--- config.mk ---
export PLATFORM = sky130hd
export DESIGN_NAME = vga_sync_font_rom
export DESIGN_NICKNAME = d
export VERILOG_FILES = /design/src/rtl/vga_sync_font_rom.sv
export SDC_FILE = /design/constraint.sdc
export NUM_CORES = 1
export LEC_CHECK = 0
export BUFFER_PORTS_ARGS = -buffer_cell sky130_fd_sc_hd__clkbuf_2
export CORE_ASPECT_RATIO = 1.5
export CORE_MARGIN = 4
export CORE_UTILIZATION = 42
export CTS_BUF_LIST = sky130_fd_sc_hd__clkbuf_4 sky130_fd_sc_hd__clkbuf_8
export DETAILED_ROUTE_END_ITERATION = 12
export PLACE_DENSITY = 0.7
export SLEW_MARGIN = 40
export SYNTH_ARGS = -nofsm -noshare
export SYNTH_HDL_FRONTEND = slang
export SYNTH_SLANG_ARGS = --single-unit
export TNS_END_PERCENT = 1
--- constraint.sdc ---
create_clock -name clk_i -period 6.07 [get_ports clk_i]
set_input_delay 1.214 -clock clk_i [delete_from_list [all_inputs] [get_ports clk_i]]
set_output_delay 1.214 -clock clk_i [all_outputs]
set_load 0.02 [all_outputs]
--- src/rtl/vga_sync_font_rom.sv ---
// 640x480@60 VGA sync/pixel-coordinate generator with a synchronous 8x16 digit font ROM.
// Optional VGASYNC_VIDEO_ON_EN adds a registered active-area flag (video_on_o).
module vga_sync_font_rom #(
   parameter int unsigned H_DISPLAY = 640,
   parameter int unsigned H_FRONT   = 16,
   parameter int unsigned H_SYNC    = 96,
   parameter int unsigned H_BACK    = 48,
   parameter int unsigned V_DISPLAY = 480,
   parameter int unsigned V_FRONT   = 10,
   parameter int unsigned V_SYNC    = 2,
   parameter int unsigned V_BACK    = 33
) (
   input  logic        clk_i,
   input  logic        reset_i,
   output logic        hsync_o,
   output logic        vsync_o,
   output logic [9:0]  pixel_x_o,
   output logic [9:0]  pixel_y_o,
   input  logic [10:0] addr,
   output logic [7:0]  data
`ifdef VGASYNC_VIDEO_ON_EN
   ,
   output logic        video_on_o
`endif
);

   localparam int unsigned H_TOTAL = H_DISPLAY + H_FRONT + H_SYNC + H_BACK;
   localparam int unsigned V_TOTAL = V_DISPLAY + V_FRONT + V_SYNC + V_BACK;

   localparam logic [9:0] H_MAX    = 10'(H_TOTAL - 1);
   localparam logic [9:0] V_MAX    = 10'(V_TOTAL - 1);
   localparam logic [9:0] HS_START = 10'(H_DISPLAY + H_FRONT);
   localparam logic [9:0] HS_END   = 10'(H_DISPLAY + H_FRONT + H_SYNC);
   localparam logic [9:0] VS_START = 10'(V_DISPLAY + V_FRONT);
   localparam logic [9:0] VS_END   = 10'(V_DISPLAY + V_FRONT + V_SYNC);
`ifdef VGASYNC_VIDEO_ON_EN
   localparam logic [9:0] H_VIS    = 10'(H_DISPLAY);
   localparam logic [9:0] V_VIS    = 10'(V_DISPLAY);
`endif

   logic [9:0] x_nxt;
   logic [9:0] y_nxt;
   logic       hsync_nxt;
   logic       vsync_nxt;

   // Next-state counters; sync flags decode the next state so they line up with the counters.
   always_comb begin
      x_nxt = pixel_x_o + 10'd1;
      y_nxt = pixel_y_o;
      if (pixel_x_o == H_MAX) begin
         x_nxt = 10'd0;
         y_nxt = (pixel_y_o == V_MAX) ? 10'd0 : pixel_y_o + 10'd1;
      end
      hsync_nxt = !((x_nxt >= HS_START) && (x_nxt < HS_END));
      vsync_nxt = !((y_nxt >= VS_START) && (y_nxt < VS_END));
   end

   always_ff @(posedge clk_i or posedge reset_i) begin
      if (reset_i) begin
         pixel_x_o <= 10'd0;
         pixel_y_o <= 10'd0;
         hsync_o   <= 1'b1;
         vsync_o   <= 1'b1;
      end else begin
         pixel_x_o <= x_nxt;
         pixel_y_o <= y_nxt;
         hsync_o   <= hsync_nxt;
         vsync_o   <= vsync_nxt;
      end
   end

`ifdef VGASYNC_VIDEO_ON_EN
   always_ff @(posedge clk_i or posedge reset_i) begin
      if (reset_i) video_on_o <= 1'b0;
      else         video_on_o <= (x_nxt < H_VIS) && (y_nxt < V_VIS);
   end
`endif

   logic [79:0] glyph;
   logic [3:0]  row;
   logic [3:0]  row_idx;
   logic [6:0]  bit_lo;
   logic [7:0]  rom_row;

   // Glyph rows 2..11 packed MSB-first (row 2 in bits 79:72); all other rows are blank.
   always_comb begin
      glyph   = 80'h0;
      row     = addr[3:0];
      row_idx = 4'd11 - row;
      bit_lo  = {row_idx, 3'b000};
      rom_row = 8'h00;
      case (addr[10:4])
         7'h30:   glyph = 80'h7CC6C6CEDEF6E6C6C67C;
         7'h31:   glyph = 80'h1838781818181818187E;
         7'h32:   glyph = 80'h7CC6060C183060C0C6FE;
         7'h33:   glyph = 80'h7CC606063C060606C67C;
         7'h34:   glyph = 80'h0C1C3C6CCCFE0C0C0C1E;
         7'h35:   glyph = 80'hFEC0C0C0FC060606C67C;
         7'h36:   glyph = 80'h3860C0C0FCC6C6C6C67C;
         7'h37:   glyph = 80'hFEC606060C1830303030;
         7'h38:   glyph = 80'h7CC6C6C67CC6C6C6C67C;
         7'h39:   glyph = 80'h7CC6C6C67E0606060C78;
         default: glyph = 80'h0;
      endcase
      if ((row >= 4'd2) && (row <= 4'd11)) rom_row = glyph[bit_lo +: 8];
   end

   always_ff @(posedge clk_i or posedge reset_i) begin
      if (reset_i) data <= 8'h00;
      else         data <= rom_row;
   end

endmodule

==> results_dict.tcl, run 1 <==
set metrics [dict create \
    setup_tns_ns 0 \
    grt_max_degree 40 \
    cts_hold_buf 0 \
    fp.dieH_um 106 \
    grt_util_all_layers_pct 19.3 \
    drt-met1-wl_mm 2.86 \
    synth_edf_count 0 \
    fin_crit_sh_pct 49.8 \
    setup_viol 0 \
    crit_slowest_cell "nor2b_1" \
    port_buffers 41 \
    grt_pass1_wl_mm 12.4 \
    dieArea_sq_um 7810 \
    ys_types 64 \
    layout_min_cycle_time_ns 3.02 \
    worst_slew_pin_slew_ns 0.713 \
    final_nets 389 \
    cp.depth 6 \
    routed.top_layer "met4" \
    dr_wl_met2_mm 3.71 \
    drv_cap 0 \
    ys_ff_latch 29 \
    critPathMaxStageDelay_ns 0.58 \
    rr_startpoint "pixel_x_o[0]$_DFF_PP0_" \
    dp.cells 437 \
    status "finished clean" \
    vdd_drop_max_mv 0.0961 \
    drtAntennaViolNets 0 \
    hold_path_class "register to register" \
    root_buffer "clkbuf_8" \
    r2r_end "vsync_o$_DFF_PP1_" \
    relSlewSlack_pct 52.4 \
    fillers 633 \
    synth_fp_nets 376 \
    final_area_sq_um 2950 \
    first_global_vias 2616 \
    arrival_ns 3.16 \
    required_ns 6.21 \
    drt-wirelength-per-cell_um 16.8 \
    p_leak_uw 0.00120 \
    clk_path_buf_depth 2 \
    syn2layout_area_growth_pct 9.12 \
    num_rows 35 \
    drt_pass1_iterations 7 \
    startpoint_type "input port" \
    dp_hpwl_mm 5.36 \
    critPathTopFamily "compound AO/OA/AOI/OAI gates" \
    die-width_um 73.5 \
    multiInputGateArea_sq_um 1770 \
    ctsResizeCount 0 \
    ys_seq_area_share_pct 26.9 \
    most-common-layout-cells "41 x clkbuf_2, 32 x nand2_1, 30 x o21ai_0, 27 x dfrtp_1, 24 x a21oi_1" \
    clock_skew_ns 0.00674 \
    cts_tree "done" \
    drive_gt1_share_pct 15.6 \
    met3_length_um 616 \
    postSynth.asyncResetShare_pct 100 \
    drv_slew 0 \
    design.core.area_sq_um 6220 \
    initial_core_util_pct 43.5 \
    antenna_found_initial 0 \
    path_class "input port to register" \
    insertion_delay_ns 0.28 \
    path_buf_inv 1 \
    cts_inserted_buffers 5 \
    instances_no_fill 445 \
    num_antenna_cells 0 \
    path_max_fanout 37 \
    drc 0 \
    rsz0062_at_grt "false" \
    postRouteWirelength_mm 7.49 \
    drt_iter0_markers 175 \
    synth_area_per_cell_sq_um 7.57 \
    pre_cts_slack_ns 2.83 \
    dr_total_vias 2859 \
    clock-sinks 29 \
    num_io_pins 43 \
    crit_start "addr[6]" \
    placed_area_sq_um 2850 \
    vias_per_cell 6.42 \
    timing.final.hold_violations 0 \
    syn_inst 357 \
    worst_slack_ns 3.05 \
    path_cells "clkbuf_2 > nor2b_1 > o41ai_1 > a21oi_1 > nand2_1 > a2111oi_0" \
    critPathCapture "data[6]$_DFF_PP0_" \
    regArea_sq_um 728 \
    yosysWarnings 0 \
    clock.fmax_mhz 331 \
    power_density_nw_per_um2 155 \
    place.gp.congestion 0.943 \
    fin_hold_ws_ns 0.544 \
    syn-cell-area_sq_um 2700 \
    endpoint_kind "register" \
    cts-htree-levels 2 \
    synth_top_flop_cell "dfrtp_1" \
    layout_commonest_cell "clkbuf_2" \
    rr_worst_depth 6 \
    path_clk_slew_ns 0.06 \
    overflow 0 \
    r2r_setup_slack_ns 3.72 \
    postCtsSetupRepairBufs 0 \
]
-- cells by family (layout without fill, tap and decap cells) --
kind of cell               Yosys count  count (layout)  synth area share (%)
adders and majority gates            7               7                  3.15
DFF                                 29              29                  26.9
other                                1               1                 0.139
and+or+nand+nor                    130             130                  25.9
AOI/OAI and AO/OA                  126             126                  31.4
buffers and inverters               50              64                  7.92
xor gates and xnor gates            14              14                  4.54
-- routing by layer --
layer  global-route usage (%)  up-vias
met5                        0        -
met4                     10.4        0
met3                     3.50       26
met2                     31.8      163
met1                     23.2     1313
li1                         -     1357
-- worst register-to-register path, delay by kind of cell (launching register included) --
family | cells | cell delay [ns]
adder cells (fa/ha/maj) | 1 | 0.26
AO/OA/AOI/OAI | 1 | 0.33
AND/OR/NAND/NOR | 4 | 1.22
flip-flops | 1 | 0.46
-- area by class of cell --
type	count	area share, %
tap	74	3.14
multi-input combinational	278	60.0
sequential	29	24.7
inverter	15	1.91
timing repair buffer	41	6.96
clock buffer	8	3.31
-- power breakdown --
part	switching, uW	internal, uW
Sequential	0.425	195
Clock	67.5	101
Combinational	65.4	28.2
Total	133	324
-- metrics by stage --
step | power (uW) | utilization, %
final | 458 | 47.4
after CTS | 462 | 47.4
after detailed placement | 290 | 45.9
after floorplan | 270 | -
after global routing | 481 | 47.4
after global placement | 291 | 45.7
-- sequential cells by signal, summed over array words and instances (netlist names) --
name       count
pixel_x_o     10
pixel_y_o     10
data           7
hsync_o        1
vsync_o        1
-- synth_stat cells (7+ instances only) --
cell type  count  area [sq um]
a21oi_1       24           120
buf_2         18          90.1
clkbuf_1      14          52.6
dfrtp_1       27           676
inv_1         13          48.8
nand2_1       32           120
nand2b_1      11          68.8
nand3_1       16          80.1
nor2_1        23          86.3
nor2b_1       10          62.6
nor3_1         9          45.0
o21ai_0       30           150
o31ai_1        7          52.6
xnor2_1        7          61.3
xor2_1         7          61.3
-- worst min path at each step --
stage,startpoint,to,slack (ns),depth (start not counted)
final,pixel_y_o[9]$_DFF_PP0_,pixel_y_o[9]$_DFF_PP0_,0.54,1
after detailed placement,pixel_y_o[9]$_DFF_PP0_,pixel_y_o[9]$_DFF_PP0_,0.53,1
after CTS,pixel_y_o[9]$_DFF_PP0_,pixel_y_o[9]$_DFF_PP0_,0.54,1
after floorplan,pixel_y_o[9]$_DFF_PP0_,pixel_y_o[9]$_DFF_PP0_,0.62,1
after global routing,pixel_y_o[9]$_DFF_PP0_,pixel_y_o[9]$_DFF_PP0_,0.56,1
after global placement,pixel_y_o[9]$_DFF_PP0_,pixel_y_o[9]$_DFF_PP0_,0.51,1
No activity file was read; power rests on OpenSTA's default activity.
==> run 2, diff against run 1 <==
--- a/config.mk
+++ b/config.mk
@@ -11,7 +11,7 @@
 export CORE_UTILIZATION = 42
 export CTS_BUF_LIST = sky130_fd_sc_hd__clkbuf_4 sky130_fd_sc_hd__clkbuf_8
 export DETAILED_ROUTE_END_ITERATION = 12
-export PLACE_DENSITY = 0.7
+export PLACE_DENSITY = 0.73
 export SLEW_MARGIN = 40
 export SYNTH_ARGS = -nofsm -noshare
 export SYNTH_HDL_FRONTEND = slang
==> constraint.sdc (replaced) <==
create_clock -name clk_i -period 2.45 [get_ports clk_i]
set_input_delay 0.49 -clock clk_i [delete_from_list [all_inputs] [get_ports clk_i]]
set_output_delay 0.49 -clock clk_i [all_outputs]
set_load 0.02 [all_outputs]
==> run 2 against run 1 <==
Combinational power increased to 2.7 times the previous value. Routed wire length increased by 6.7%. Design area increased by 5.0%. Count of clock-buffer cells in the layout decreased by 1. Clock power increased to 3.1 times the previous value. Critical path depth unchanged. Sequential share of layout area decreased by 1.2 points. Global-route usage increased by 1.8 points. Die area unchanged. Setup slack got worse by 2.8 ns.
==> results_dict.tcl, run 2 (synthesis results as in run 1) <==
set metrics [dict create \
    fp.dieH_um 106 \
    clock.fmax_mhz 460 \
    relSlewSlack_pct 60.8 \
    antenna_found_initial 0 \
    port_buffers 41 \
    startpoint_type "register" \
    critPathMaxStageDelay_ns 0.66 \
    rsz0062_at_grt "false" \
    drt-wirelength-per-cell_um 17.3 \
    clk_path_buf_depth 2 \
    vias_per_cell 6.43 \
    cts_inserted_buffers 5 \
    drc 0 \
    ctsResizeCount 0 \
    instances_no_fill 461 \
    grt_pass1_wl_mm 13.3 \
    grt_util_all_layers_pct 21.2 \
    pre_cts_slack_ns 0.286 \
    die-width_um 73.5 \
    drt_pass1_iterations 5 \
    cts_tree "done" \
    place.gp.congestion 0.926 \
    dp_hpwl_mm 6.01 \
    cts-htree-levels 2 \
    path_class "register to register" \
    path_cells "ha_1 > nand4_2 > or4_1 > nor3_2 > o221ai_1 > nand4bb_1" \
    overflow 0 \
    rr_worst_depth 6 \
    setup_viol 0 \
    p_leak_uw 0.00129 \
    first_global_vias 2752 \
    worst_slack_ns 0.278 \
    drtAntennaViolNets 0 \
    drive_gt1_share_pct 18.9 \
    num_rows 35 \
    path_max_fanout 7 \
    postRouteWirelength_mm 7.99 \
    root_buffer "clkbuf_8" \
    path_buf_inv 0 \
    fillers 611 \
    dieArea_sq_um 7810 \
    cp.depth 6 \
    layout_commonest_cell "clkbuf_2" \
    clock_skew_ns 0.00346 \
    power_density_nw_per_um2 406 \
    dp.cells 453 \
    worst_slew_pin_slew_ns 0.587 \
    setup_tns_ns 0 \
    crit_slowest_cell "or4_1" \
    cts_hold_buf 0 \
    most-common-layout-cells "41 x clkbuf_2, 32 x nand2_1, 30 x o21ai_0, 27 x dfrtp_1, 24 x a21oi_1" \
    status "finished clean" \
    num_io_pins 43 \
    final_nets 405 \
    drv_cap 0 \
    grt_max_degree 25 \
    required_ns 2.65 \
    fin_crit_sh_pct 88.6 \
    dr_total_vias 2966 \
    vdd_drop_max_mv 0.219 \
    layout_min_cycle_time_ns 2.17 \
    critPathTopFamily "simple AND/OR/NAND/NOR gates" \
    endpoint_kind "register" \
    initial_core_util_pct 43.5 \
    hold_path_class "input port to asynchronous set/reset pin" \
    path_clk_slew_ns 0.06 \
    drt_iter0_markers 155 \
    syn2layout_area_growth_pct 14.5 \
    arrival_ns 2.37 \
    postCtsSetupRepairBufs 0 \
    clock-sinks 29 \
    timing.final.hold_violations 0 \
    design.core.area_sq_um 6220 \
    drv_slew 0 \
    reg.largest.list "pixel_x_o (10), pixel_y_o (10), data (7)" \
    num_antenna_cells 0 \
    insertion_delay_ns 0.28 \
]
## run 2: changes by cell type in the layout (fill, tap and decap cells not counted), sizes merged
cell | previous run | this run
bufinv | 0 | 1
clkbuf | 49 | 48
buf | 0 | 16
## run 2: path summary, 6_finish.rpt
kind	end	from	slack, ns
max in group asynchronous	pixel_y_o[9]$_DFF_PP0_	reset_i	1.59
setup reg to reg	vsync_o$_DFF_PP1_	pixel_x_o[0]$_DFF_PP0_	0.28
setup / recovery	vsync_o$_DFF_PP1_	pixel_x_o[0]$_DFF_PP0_	0.28
hold reg to reg	pixel_x_o[0]$_DFF_PP0_	pixel_x_o[0]$_DFF_PP0_	0.55
min in group clk_i	pixel_x_o[0]$_DFF_PP0_	pixel_x_o[0]$_DFF_PP0_	0.55
hold / removal	pixel_x_o[9]$_DFF_PP0_	reset_i	0.25
## run 2: final cells by class
class                   count  area, sq um  area share [%]
flip-flops and latches     29          728            23.5
multi-input cells         278         1760            56.9
repair buffers             57          338            10.9
well taps                  74         92.6            2.99
inverters                  15         56.3            1.82
clock inverters             1         30.0           0.970
clock buffers               7         90.1            2.91
## run 2: where the power goes
| part | internal [uW] | switching (uW) | total (uW) |
|---|---|---|---|
| registers | 483 | 1.07 | 484 |
| clock network | 342 | 177 | 519 |
| logic | 86.3 | 168 | 254 |
| total | 911 | 345 | 1260 |
## run 2: worst reg2reg max path: cells and delay by family (launching register included)
family                     cells  cell delay [ns]
and+or+nand+nor                4             1.28
DFF                            1             0.44
adders and majority gates      1             0.24
AOI/OAI and AO/OA              1             0.12
## run 2: stage by stage
stage	total power (uW)	instance area, sq um	utilization [%]	hold WS (ns)
final	1260	3100	49.8	0.247
after global routing	1310	3100	49.8	0.292
after CTS	1270	3100	49.8	0.265
after detailed placement	741	2980	47.8	0.542
after global placement	740	2980	47.8	0.525
after floorplan	669	2700	-	0.567
## run 2: metal layers
metal  vias up  routed length (um)  GRT usage (%)
met2       158                4050           35.9
li1       1380                   -              -
met1      1391                2900           24.6
met4         0                 430           13.0
met3        37                 615           2.18
met5         -                   0              0
